<file path="config.mk">
export PLATFORM = sky130hd
export DESIGN_NAME = sprite_capture5x5
export DESIGN_NICKNAME = d
export VERILOG_FILES = /design/src/rtl/sprite_capture5x5.sv
export SDC_FILE = /design/constraint.sdc
export NUM_CORES = 1
export LEC_CHECK = 0
export BUFFER_PORTS_ARGS = -buffer_cell sky130_fd_sc_hd__clkbuf_2
export CORE_ASPECT_RATIO = 1.2
export CORE_MARGIN = 1.5
export CORE_UTILIZATION = 40
export CTS_BUF_LIST = sky130_fd_sc_hd__clkbuf_8
export DETAILED_ROUTE_END_ITERATION = 12
export PLACE_DENSITY = 0.73
export SLEW_MARGIN = 20
export SYNTH_ARGS = -nofsm -noshare
export SYNTH_HDL_FRONTEND = slang
export SYNTH_SLANG_ARGS = --single-unit
</file>
<file path="constraint.sdc">
create_clock -name clock -period 3 [get_ports clock]
set_input_delay 0.15 -clock clock [delete_from_list [all_inputs] [get_ports clock]]
set_output_delay 0.15 -clock clock [all_outputs]
set_load 0.05 [all_outputs]
</file>
<file path="src/rtl/sprite_capture5x5.sv">
// sprite_capture5x5: listens to the 5x5 sprite plotter's pixel-write stream
// and rebuilds the sprite it drew (origin, 25-bit raster mask, foreground
// colour). It only observes the plot wires and never drives them.
//
//   state     | meaning
//   ----------+------------------------------------------------------------
//   S_IDLE    | waiting for the first plot strobe of a sprite
//   S_CAPTURE | checking and recording pixels 1..24 in raster order
//   S_DONE    | result presented (valid=1), frozen until ack
module sprite_capture5x5 (
  input  logic        clock,
  input  logic        reset_n,
  input  logic        plot,
  input  logic [7:0]  x,
  input  logic [6:0]  y,
  input  logic [2:0]  colour,
  input  logic        ack,
  output logic [24:0] shape,
  output logic [7:0]  x_org,
  output logic [6:0]  y_org,
  output logic [2:0]  fg_colour,
  output logic        valid,
  output logic        error,
  output logic        busy
);

  typedef enum logic [1:0] {
    S_IDLE    = 2'd0,
    S_CAPTURE = 2'd1,
    S_DONE    = 2'd2
  } state_t;

  state_t      state, state_nxt;
  logic [2:0]  col, row, col_nxt, row_nxt;
  logic [24:0] shape_nxt;
  logic [7:0]  x_org_nxt;
  logic [6:0]  y_org_nxt;
  logic [2:0]  fg_colour_nxt;
  logic        valid_nxt, error_nxt, busy_nxt;

  logic [7:0]  exp_x;
  logic [6:0]  exp_y;
  logic [4:0]  pix_idx;
  logic [4:0]  bit_pos;
  logic        non_black;
  logic        coord_ok;

  // Expected coordinate of the current pixel; the adders wrap naturally at
  // the screen width/height, matching the plotter's own arithmetic.
  always_comb begin
    exp_x     = x_org + {5'd0, col};
    exp_y     = y_org + {4'd0, row};
    pix_idx   = ({2'd0, row} << 2) + {2'd0, row} + {2'd0, col};
    bit_pos   = 5'd24 - pix_idx;
    non_black = (colour != 3'b000);
    coord_ok  = (x == exp_x) && (y == exp_y);
  end

  // State, index and result registers.
  always_ff @(posedge clock or negedge reset_n) begin
    if (!reset_n) begin
      state     <= S_IDLE;
      col       <= 3'd0;
      row       <= 3'd0;
      shape     <= 25'd0;
      x_org     <= 8'd0;
      y_org     <= 7'd0;
      fg_colour <= 3'd0;
      valid     <= 1'b0;
      error     <= 1'b0;
      busy      <= 1'b0;
    end else begin
      state     <= state_nxt;
      col       <= col_nxt;
      row       <= row_nxt;
      shape     <= shape_nxt;
      x_org     <= x_org_nxt;
      y_org     <= y_org_nxt;
      fg_colour <= fg_colour_nxt;
      valid     <= valid_nxt;
      error     <= error_nxt;
      busy      <= busy_nxt;
    end
  end

  // Next-state and next-output logic; outputs are registered so valid/busy
  // are computed alongside the state they belong to.
  always_comb begin
    state_nxt     = state;
    col_nxt       = col;
    row_nxt       = row;
    shape_nxt     = shape;
    x_org_nxt     = x_org;
    y_org_nxt     = y_org;
    fg_colour_nxt = fg_colour;
    valid_nxt     = valid;
    error_nxt     = error;
    busy_nxt      = busy;

    case (state)
      S_IDLE: begin
        if (plot) begin
          x_org_nxt     = x;
          y_org_nxt     = y;
          shape_nxt     = 25'd0;
          shape_nxt[24] = non_black;
          fg_colour_nxt = colour;
          error_nxt     = 1'b0;
          col_nxt       = 3'd1;
          row_nxt       = 3'd0;
          busy_nxt      = 1'b1;
          state_nxt     = S_CAPTURE;
        end
      end

      S_CAPTURE: begin
        if (!plot || !coord_ok) begin
          // A gap or a stray coordinate ends the capture; bits not yet
          // reached stay zero.
          error_nxt = 1'b1;
          valid_nxt = 1'b1;
          busy_nxt  = 1'b0;
          col_nxt   = 3'd0;
          row_nxt   = 3'd0;
          state_nxt = S_DONE;
        end else begin
          shape_nxt[bit_pos] = non_black;
          if (non_black) begin
            if (fg_colour == 3'b000) begin
              fg_colour_nxt = colour;
            end else if (colour != fg_colour) begin
              // Two-colour sprite: keep capturing, report at the end.
              error_nxt = 1'b1;
            end
          end
          if (col == 3'd4 && row == 3'd4) begin
            valid_nxt = 1'b1;
            busy_nxt  = 1'b0;
            col_nxt   = 3'd0;
            row_nxt   = 3'd0;
            state_nxt = S_DONE;
          end else if (col == 3'd4) begin
            col_nxt = 3'd0;
            row_nxt = row + 3'd1;
          end else begin
            col_nxt = col + 3'd1;
          end
        end
      end

      S_DONE: begin
        // plot is deliberately ignored here, even together with ack.
        if (ack) begin
          valid_nxt = 1'b0;
          error_nxt = 1'b0;
          state_nxt = S_IDLE;
        end
      end

      default: begin
        state_nxt = S_IDLE;
        valid_nxt = 1'b0;
        error_nxt = 1'b0;
        busy_nxt  = 1'b0;
      end
    endcase
  end

endmodule

</file>
==> implementation parameters <==
Parameter                              Value

Clock tree
  Clock Sinks    54
  Clock tree from TritonCTS    yes
  Clock insertion delay at the later pin of the skew report    0.32 ns
  Library cell used as clock root buffer    sky130_fd_sc_hd__clkbuf_8
  Num CTS Buffers    5
  Maximum level of the CTS H-tree    2
  Clock transition at the registers of the reported paths    0.09 ns
  Number of buffers between clock root and the deepest sink    2

Final layout
  Net count of the finished layout    511
  Non-filler cells, final    583
  Number of fill cells in the layout    790
  Layout cells sized above 1    0.281
  Growth of design area from synthesis to finish    23.9%
  # diodes    0

Pwr
  Power share of the combinational group    0.538
  Share of total power in the clock network    0.144
  Reg power frac    0.318
  Internal Power    0.00171 W
  Overall power after layout    0.00344 W
  Switching power    0.00173 W
  Leakage power total    2.02 nW
  Maximum vdd ir drop    667 uV
  PD cells    803 mW/mm^2
  Switch share    0.503

Floorplanning
  Boundary pin count    68
  Die Footprint    0.00920 mm^2
  Count of standard-cell rows    36
  Horizontal die dimension    87.8 um
  Initial Util    0.419
  Die height    105 um
  Area of the core region    0.00824 mm^2

Global route
  M3 GR Usage    0.0332
  Largest net degree at the start of global routing    45
  GR peak layer    met2
  Met1 global-route usage    0.251
  Vias in the first global route    3266
  Antenna violations before repair    0
  GRT met2 Usage    0.355
  Overall routing resource usage    0.205
  Wire length of the first global-routing pass    15100 um
  Remaining global-route overflow    0

Synth
  Total number of yosys warnings    0
  Post-synthesis register bit count    54
  Share of synthesized area occupied by flip-flops and latches    0.391
  Leading register cell type out of synthesis    sky130_fd_sc_hd__dfrtp_1
  Post-synthesis instance area    0.00345 mm^2
  Post-synth ARST share    1.00
  Count of flip-flops with a built-in enable after synthesis    0
  Post-synthesis mux area share    0.00942
  Post-Syn Area per Cell    8.90 um^2
  Simple logic cell fraction of the synthesized area    0.217
  Count of mapped cells out of synthesis    388
  Main combinational cell family by area after synthesis    simple AND/OR/NAND/NOR gates
  Synthesized-area fraction occupied by ao, oa, aoi and oai cells    0.199
  Cell variety after synth    57
  Share of the synthesized netlist area taken by xor and xnor gates    0.0609
  Synth Net Count    431
  Post-synthesis adder-cell area fraction    0.0848

Setup path
  Category of the most critical setup path    reg -> reg
  FF-to-FF path depth    10
  WP data arrival    3.19 ns
  Required time of the critical path    3.26 ns
  Reg-to-Reg Start    x_org[0]
  Crit end category    flop
  CP Launch Point    x_org[0]
  Critical path fanouts, max    3
  Worst Setup Start Kind    flop

Route
  Number of vias per cell    5.50
  Drt drc    0
  Post-DRT Antenna Nets    0
  Detailed Route Iter0 Violations    176
  TritonRoute pass-1 iters    4
  Average wire length per cell after detail routing    15.3 um
  Detailed Route WL    8890 um
  Via count    3204

Flow run
  Maxcap violations    0

STA
  Final-report max-slew violation count    0
  Final hold violation count    0
  F_max    341 MHz
  Pin slew with the least headroom to its limit    0.849 ns
  Unrepaired setup endpoints after global routing    true
  Final clock period utilization by the worst path    0.978
  Minimum clock period    2.93 ns
  Final worst-path setup slack    0.0674 ns
  Largest clock skew in the final design    0.0118 ns
  Max-slew headroom    0.434
  Setup violations, final    0

Place
  Post-Place Setup Slack    -0.161 ns
  DP Wirelength    6500 um
  Final GP Congestion    0.866
  Count of buffers from port buffering    67
  Count of placed standard cells including taps    567

Min path
  Min-delay worst type    in -> reg
  Number of cells on the worst hold path    3
  Hold_sp    y[6]

Outcome
  Result of the run    complete, no violations
==> worst paths after layout <==
path                       slack, ns            to
max                             0.07        row[2]
min                             0.05      y_org[6]
max reg2reg                     0.07        row[2]
min reg2reg                     0.52      y_org[0]
max in group asynchronous       1.73      shape[8]
min in group asynchronous       0.45  fg_colour[1]
==> logic make-up after synthesis <==
family,after synthesis
compound gates,98
fa+ha+maj,21
buf+inv,32
flops,54
mux,3
xor+xnor,24
simple gates,156
==> stage by stage <==
stage | utilization | cell area, um^2 | setup TNS (ns) | hold WS (ns)
finish | 0.519 | 4280 | 0 | 0.0486
floorplan | - | 3460 | -0.00707 | -0.146
CTS | 0.505 | 4160 | 0 | 0.0387
global route | 0.519 | 4280 | -0.834 | 0.0616
detailed placement | 0.485 | 4000 | -2.16 | 0.264
global placement | 0.485 | 4000 | -0.830 | 0.253
==> metal layers <==
metal / vias to the layer above / part of all wire
li1: 1542 / -
met1: 1551 / 0.41
met4: 0 / 0.024
met3: 18 / 0.043
met5: - / 0
met2: 93 / 0.52
==> cells in the mapped netlist, drive strengths merged (5+ instances only) <==
library cell	instances	area share
inv	14	0.015
xor2	8	0.020
clkbuf	14	0.015
xnor2	16	0.041
or3	5	0.0091
o21ai	33	0.049
nand3	11	0.016
nand2	86	0.094
a31o	5	0.013
a41o	22	0.064
dfrtp	54	0.39
a21oi	16	0.023
ha	17	0.062
nor2	19	0.021
==> cells in the final DEF, fill, tap and decap left out, types with 12 or more instances in the layout <==
| cell type | Yosys | layout |
|---|---|---|
| sky130_fd_sc_hd__ha_1 | 17 | 15 |
| sky130_fd_sc_hd__xnor2_1 | 16 | 14 |
| sky130_fd_sc_hd__a41o_1 | 22 | 22 |
| sky130_fd_sc_hd__clkbuf_2 | 0 | 67 |
| sky130_fd_sc_hd__nor2_1 | 19 | 16 |
| sky130_fd_sc_hd__dfrtp_1 | 54 | 52 |
| sky130_fd_sc_hd__inv_1 | 14 | 14 |
| sky130_fd_sc_hd__buf_4 | 0 | 20 |
| sky130_fd_sc_hd__o21ai_0 | 32 | 28 |
| sky130_fd_sc_hd__nand2_1 | 86 | 86 |
| sky130_fd_sc_hd__a21oi_1 | 16 | 12 |
==> flip-flops by register name, indices dropped and copies added (netlist names) <==
register and flops:
valid 1, y_org 7, row 3, state 2, shape 25, busy 1, x_org 8, col 3
error 1, fg_colour 3
==> critical path, stage by stage, from the launching register on <==
cell and delay, ns:
sky130_fd_sc_hd__dfrtp_2 0.45, sky130_fd_sc_hd__ha_4 0.17, sky130_fd_sc_hd__fa_1 0.48, sky130_fd_sc_hd__xnor2_2 0.21, sky130_fd_sc_hd__nand3_1 0.12, sky130_fd_sc_hd__nor4_2 0.30, sky130_fd_sc_hd__and4_1 0.25, sky130_fd_sc_hd__buf_4 0.11
sky130_fd_sc_hd__or4b_4 0.47, sky130_fd_sc_hd__a21oi_4 0.19, sky130_fd_sc_hd__a21o_1 0.13
==> final cells by class <==
class | count | area, um^2 | share of cell area
timing repair buffer | 91 | 538 | 0.126
inverter | 14 | 52.6 | 0.0123
tap | 114 | 143 | 0.0334
multi-input combinational | 302 | 2080 | 0.487
clock buffer | 5 | 68.8 | 0.0161
clock inverter | 3 | 40.0 | 0.00936
sequential | 54 | 1350 | 0.317
==> what timing repair did <==
item,CTS,global route
hold buffers,1,0
pin swaps,6,5
setup endpoints to repair,21,38
setup buffers,3,4
endpoints found under the hold margin,29,0
gates resized for setup,5,20
==> power by group through the flow <==
stage	clock (W)	sequential, W	combinational [W]
3_5_place_dp	0	0.00110	0.00175
3_3_place_gp	0	0.00109	0.00171
5_1_grt	0.000527	0.00113	0.00201
6_report	0.000493	0.00109	0.00185
4_1_cts	0.000504	0.00109	0.00178
2_1_floorplan	0	0.00155	0.000825
(Power assumes the default switching activity.)
